==> src/rtl/sram_wb_arbiter.sv <==
// Two-master pipelined Wishbone arbiter in front of the async-SRAM controller.
// Ownership is registered; a new owner is only granted once every response
// owed to the previous owner has drained, so acks never reach the wrong master.
module sram_wb_arbiter #(
    parameter int unsigned AW    = 16,
    parameter int unsigned LGOUT = 4
) (
    input  logic          i_clk,
    input  logic          i_reset,
    // master A (CPU data port)
    input  logic          i_a_cyc,
    input  logic          i_a_stb,
    input  logic          i_a_we,
    input  logic [AW-1:0] i_a_addr,
    input  logic [31:0]   i_a_data,
    input  logic [3:0]    i_a_sel,
    output logic          o_a_ack,
    output logic          o_a_stall,
    output logic          o_a_err,
    output logic [31:0]   o_a_data,
    // master B (debug bus)
    input  logic          i_b_cyc,
    input  logic          i_b_stb,
    input  logic          i_b_we,
    input  logic [AW-1:0] i_b_addr,
    input  logic [31:0]   i_b_data,
    input  logic [3:0]    i_b_sel,
    output logic          o_b_ack,
    output logic          o_b_stall,
    output logic          o_b_err,
    output logic [31:0]   o_b_data,
    // slave port to the SRAM controller
    output logic          o_cyc,
    output logic          o_stb,
    output logic          o_we,
    output logic [AW-1:0] o_addr,
    output logic [31:0]   o_data,
    output logic [3:0]    o_sel,
    input  logic          i_ack,
    input  logic          i_stall,
    input  logic          i_err,
    input  logic [31:0]   i_data
);

    typedef enum logic [1:0] {IDLE, OWN_A, OWN_B, DRAIN} state_t;
    typedef enum logic {LAST_A, LAST_B} owner_t;

    state_t            state_q, state_d;
    owner_t            last_q, last_d;
    logic [LGOUT-1:0]  count_q, count_d;
    logic              full;
    logic              accept;

    assign full   = (count_q == '1);
    assign accept = o_stb && !i_stall;

    // Outstanding-request counter; saturates at zero so stray acks cannot wrap it.
    always_comb begin
        count_d = count_q;
        if (i_err) begin
            count_d = '0;
        end else if (accept && !i_ack) begin
            count_d = count_q + LGOUT'(1);
        end else if (i_ack && !accept && count_q != '0) begin
            count_d = count_q - LGOUT'(1);
        end
    end

    // Ownership next-state; decisions use the post-update count so a final ack
    // in this cycle already counts as drained.
    always_comb begin
        state_d = state_q;
        last_d  = last_q;
        case (state_q)
            IDLE: begin
                if (i_a_cyc && i_b_cyc) begin
                    state_d = (last_q == LAST_B) ? OWN_A : OWN_B;
                end else if (i_a_cyc) begin
                    state_d = OWN_A;
                end else if (i_b_cyc) begin
                    state_d = OWN_B;
                end
            end
            OWN_A: begin
                if (!i_a_cyc) begin
                    if (count_d != '0)  state_d = DRAIN;
                    else if (i_b_cyc)   state_d = OWN_B;
                    else                state_d = IDLE;
                end
            end
            OWN_B: begin
                if (!i_b_cyc) begin
                    if (count_d != '0)  state_d = DRAIN;
                    else if (i_a_cyc)   state_d = OWN_A;
                    else                state_d = IDLE;
                end
            end
            DRAIN: begin
                if (i_err || count_d == '0) state_d = IDLE;
            end
            default: state_d = IDLE;
        endcase
        if (state_d == OWN_A) last_d = LAST_A;
        if (state_d == OWN_B) last_d = LAST_B;
        if (i_reset) begin
            state_d = IDLE;
            last_d  = LAST_B;
        end
    end

    // State, last-owner and counter registers with synchronous reset.
    always_ff @(posedge i_clk) begin
        if (i_reset) begin
            state_q <= IDLE;
            last_q  <= LAST_B;
            count_q <= '0;
        end else begin
            state_q <= state_d;
            last_q  <= last_d;
            count_q <= count_d;
        end
    end

    // Request-path mux and per-master stall, combinational from the owner.
    always_comb begin
        o_cyc     = 1'b0;
        o_stb     = 1'b0;
        o_we      = i_a_we;
        o_addr    = i_a_addr;
        o_data    = i_a_data;
        o_sel     = i_a_sel;
        o_a_stall = 1'b1;
        o_b_stall = 1'b1;
        case (state_q)
            OWN_A: begin
                o_cyc     = i_a_cyc;
                o_stb     = i_a_stb && !full;
                o_a_stall = i_stall || full;
            end
            OWN_B: begin
                o_cyc     = i_b_cyc;
                o_stb     = i_b_stb && !full;
                o_we      = i_b_we;
                o_addr    = i_b_addr;
                o_data    = i_b_data;
                o_sel     = i_b_sel;
                o_b_stall = i_stall || full;
            end
            DRAIN: o_cyc = 1'b1;
            default: ;
        endcase
    end

    assign o_a_ack  = i_ack && (state_q == OWN_A) && i_a_cyc;
    assign o_b_ack  = i_ack && (state_q == OWN_B) && i_b_cyc;
    assign o_a_err  = i_err && (state_q == OWN_A) && i_a_cyc;
    assign o_b_err  = i_err && (state_q == OWN_B) && i_b_cyc;
    assign o_a_data = i_data;
    assign o_b_data = i_data;

endmodule
==> config.mk <==
export PLATFORM = sky130hd
export DESIGN_NAME = sram_wb_arbiter
export DESIGN_NICKNAME = d
export VERILOG_FILES = /design/src/rtl/sram_wb_arbiter.sv
export SDC_FILE = /design/constraint.sdc
export NUM_CORES = 1
export LEC_CHECK = 0
export CAP_MARGIN = 10
export CORE_AREA = 2 2 106 108
export CTS_CLUSTER_DIAMETER = 40
export DETAILED_ROUTE_END_ITERATION = 12
export DIE_AREA = 0 0 108 110
export GPL_TIMING_DRIVEN = 0
export PLACE_DENSITY = 0.63
export SLEW_MARGIN = 30
export SYNTH_ARGS = -nofsm -noshare
export SYNTH_HDL_FRONTEND = slang
export SYNTH_SLANG_ARGS = --single-unit
==> constraint.sdc <==
create_clock -name i_clk -period 3.5 [get_ports i_clk]
set_clock_uncertainty 0.15 [all_clocks]
set_input_delay 0.7 -clock i_clk [delete_from_list [all_inputs] [get_ports i_clk]]
set_output_delay 0.7 -clock i_clk [all_outputs]
set_load 0.01 [all_outputs]
==> metrics <==
initial cell density of the core 18.2%; Initial DRC Count 102; Initial DRT Pass Iterations 4; CP Class register to output port; layout cell share with drive strength beyond 1 24.8%; CP Max Fanout 15; Final WS setup 0.223 ns; CP endpoint kind output port; number of global-route vias before repair 2,394; Die Area 0.0119 sq mm; core area 0.0107 sq mm; FFs w/ async S/R, synth 0%; IO Pins 272; final non-filler cell area 0.00454 sq mm; Setup TNS 0 ns; via/cell ratio 4.00; Sink Count 7; RR Startpoint state_q[0]; Leak 1.81 nW; Max Cap Violations 0; Post-CTS Hold Buffers 0; VDD IR max 0.117 mV; Most used DFF post-synth dfxtp_1; antenna violations before repair 1; largest net degree at the start of global routing 16; final cell count without fillers 603; Critical path origin state_q[0]; die width 108 um; TritonCTS Buffers 3; Post-synth EDFFs 0; CTS max path bufs 2; Power Density 220 mW/mm^2; Post-Syn Nets 376; GRT overflow 0; Worst-Margin Slew 0.532 ns; Post-route DRC 0; Layout Nets 617; average size of a mapped cell 8.72 sq um; H-tree Lvls 1; Root Driver clkbuf_8; status finished clean; Final ANT Viol Nets 0; worst path required time 2.65 ns; CTS tree yes; Layout area overhead 133%; Avg WL per Cell 14.9 um; Core Rows 38; hold endpoint last_q; min cycle time layout 3.28 ns; Fillers 1,067; via count 2,415; placed cells 600; final hold violation count 0; Ys Warns 0; Max-slew headroom 64.5%; Die Span Y 110 um; Tot GR Track Use 13.5%; detailed placement HPWL 7960 um; latest clock arrival within the worst-skew pair 0.22 ns; fin util 42.4%; clock slew at reported path FFs 0.04 ns; Pins Over Slew Limit 0; type of the tightest min-delay check register to register; Distinct cells, synth 47; Setup WS pre-CTS 0.0399 ns; I/O Buffers 237; diode count 0; RePlAce Congestion 0.817; synthesized cell area 0.00194 sq mm; period utilization 93.6%; R2R Setup Slk 0.32 ns; #FFs+latches synth 7; Mapped Cells 223; CP Launch Type register; hold depth 2; Total Power 0.997 mW; global-route wire length before repair 12,600 um; worst hold start last_q; Arrival @ worst endpoint 2.43 ns; final wirelength 8990 um; hold_ws 0.371 ns; dpl cell area 0.00449 sq mm; r2r worst-path depth 11; Post-CTS Repair Setup Buffers 0; final setup violation count 0; Max Freq 305 MHz; RR Endpoint last_q; RSZ-0062 raised after global routing false; sequential share of the synthesized area 7.21%
[registers in the layout, indices dropped and copies added (netlist names)]
| signal | cells |
|---|---|
| state_q | 2 |
| last_q | 1 |
| count_q | 4 |
[final cells by class]
| cell class | instances | area (sq um) | area share, % |
|---|---|---|---|
| well taps | 140 | 175 | 3.86 |
| multi-input cells | 134 | 1220 | 26.9 |
| clock buffers | 4 | 45.0 | 0.993 |
| plain buffers | 76 | 566 | 12.5 |
| inverters | 5 | 18.8 | 0.414 |
| repair buffers | 237 | 2370 | 52.3 |
| flip-flops and latches | 7 | 140 | 3.09 |
[Yosys cell counts, types with 2 or more instances]
cell type	instances	share of area, %
buf_4	65	25
mux2_2	27	16
mux2_1	26	15
nand2_1	11	2.1
nor2_1	9	1.7
dfxtp_1	7	7.2
ha_1	6	3.9
clkbuf_1	5	0.97
a21oi_1	4	1.0
and3_1	4	1.3
inv_1	4	0.77
buf_1	3	0.58
buf_6	3	1.7
mux2i_1	3	1.5
nor3_1	3	0.77
a211oi_1	2	0.77
a221oi_1	2	0.90
a31oi_1	2	0.64
a32oi_1	2	0.90
mux2_4	2	1.5
nor2b_1	2	0.64
nor3b_1	2	0.77
o21ai_0	2	0.51
o21ai_1	2	0.51
o41ai_2	2	1.7
xnor2_1	2	0.90
[critical path, stage by stage (launching register included)]
cell and delay (ns):
dfxtp_1 0.36, inv_1 0.12, ha_1 0.15, buf_4 0.22, clkbuf_1 0.45, mux2_2 0.40, clkdlybuf4s50_1 0.50
[power by group]
| part | switching, mW | internal (mW) | leakage [nW] |
|---|---|---|---|
| Sequential | 0.0123 | 0.0899 | 0.0571 |
| Clock | 0.0319 | 0.0785 | 0.0228 |
| Combinational | 0.291 | 0.494 | 1.73 |
| Total | 0.335 | 0.663 | 1.81 |
[worst max-delay path by stage]
stage               slack, ns  depth (start not counted)    endpoint
floorplan                0.69                         11      last_q
global placement         0.02                          7  o_data[29]
detailed placement       0.04                          7  o_data[29]
CTS                      0.14                          6   o_data[9]
global route             0.01                          6   o_data[9]
finish                   0.22                          6  o_data[10]
[timing repair]
item | CTS | global route
resized for setup | 3 | 0
endpoints found under the hold margin | 0 | 0
endpoints found under the setup margin | 29 | 0
[layout by cell type, fill, tap and decap left out, drive strengths merged, types with 2 or more instances in the layout]
master,Yosys,layout
nor2b,2,2
nor3b,2,2
a211oi,4,4
clkbuf,6,9
dfxtp,7,7
o21ai,4,4
nand3,2,2
buf,71,71
a31oi,3,3
mux2,55,55
nand2,11,11
a21oi,4,4
ha,6,6
mux2i,3,3
a32oi,3,3
xnor2,2,2
o21a,2,2
nor2,9,9
clkdlybuf4s50,0,237
and3,4,4
a221oi,2,2
inv,5,5
nor3,3,3
o41ai,2,2
[logic make-up (layout without fill, tap and decap cells)]
kind of cell	after synthesis	count (layout)	share of synthesized area (%)
AOI/OAI and AO/OA	27	27	12.6
buffers and inverters	82	322	30.1
adders and majority gates	6	6	3.86
and+or+nand+nor	40	40	11.1
DFF	7	7	7.21
muxes	58	58	33.8
xor gates and xnor gates	3	3	1.35
[routing by layer]
layer | global-route usage (%) | share of wire [%]
met5 | 0 | 0.22
met4 | 2.20 | 1.0
met3 | 3.59 | 9.6
met2 | 26.7 | 53
met1 | 14.4 | 36
Power figures use the tool's default switching activity.
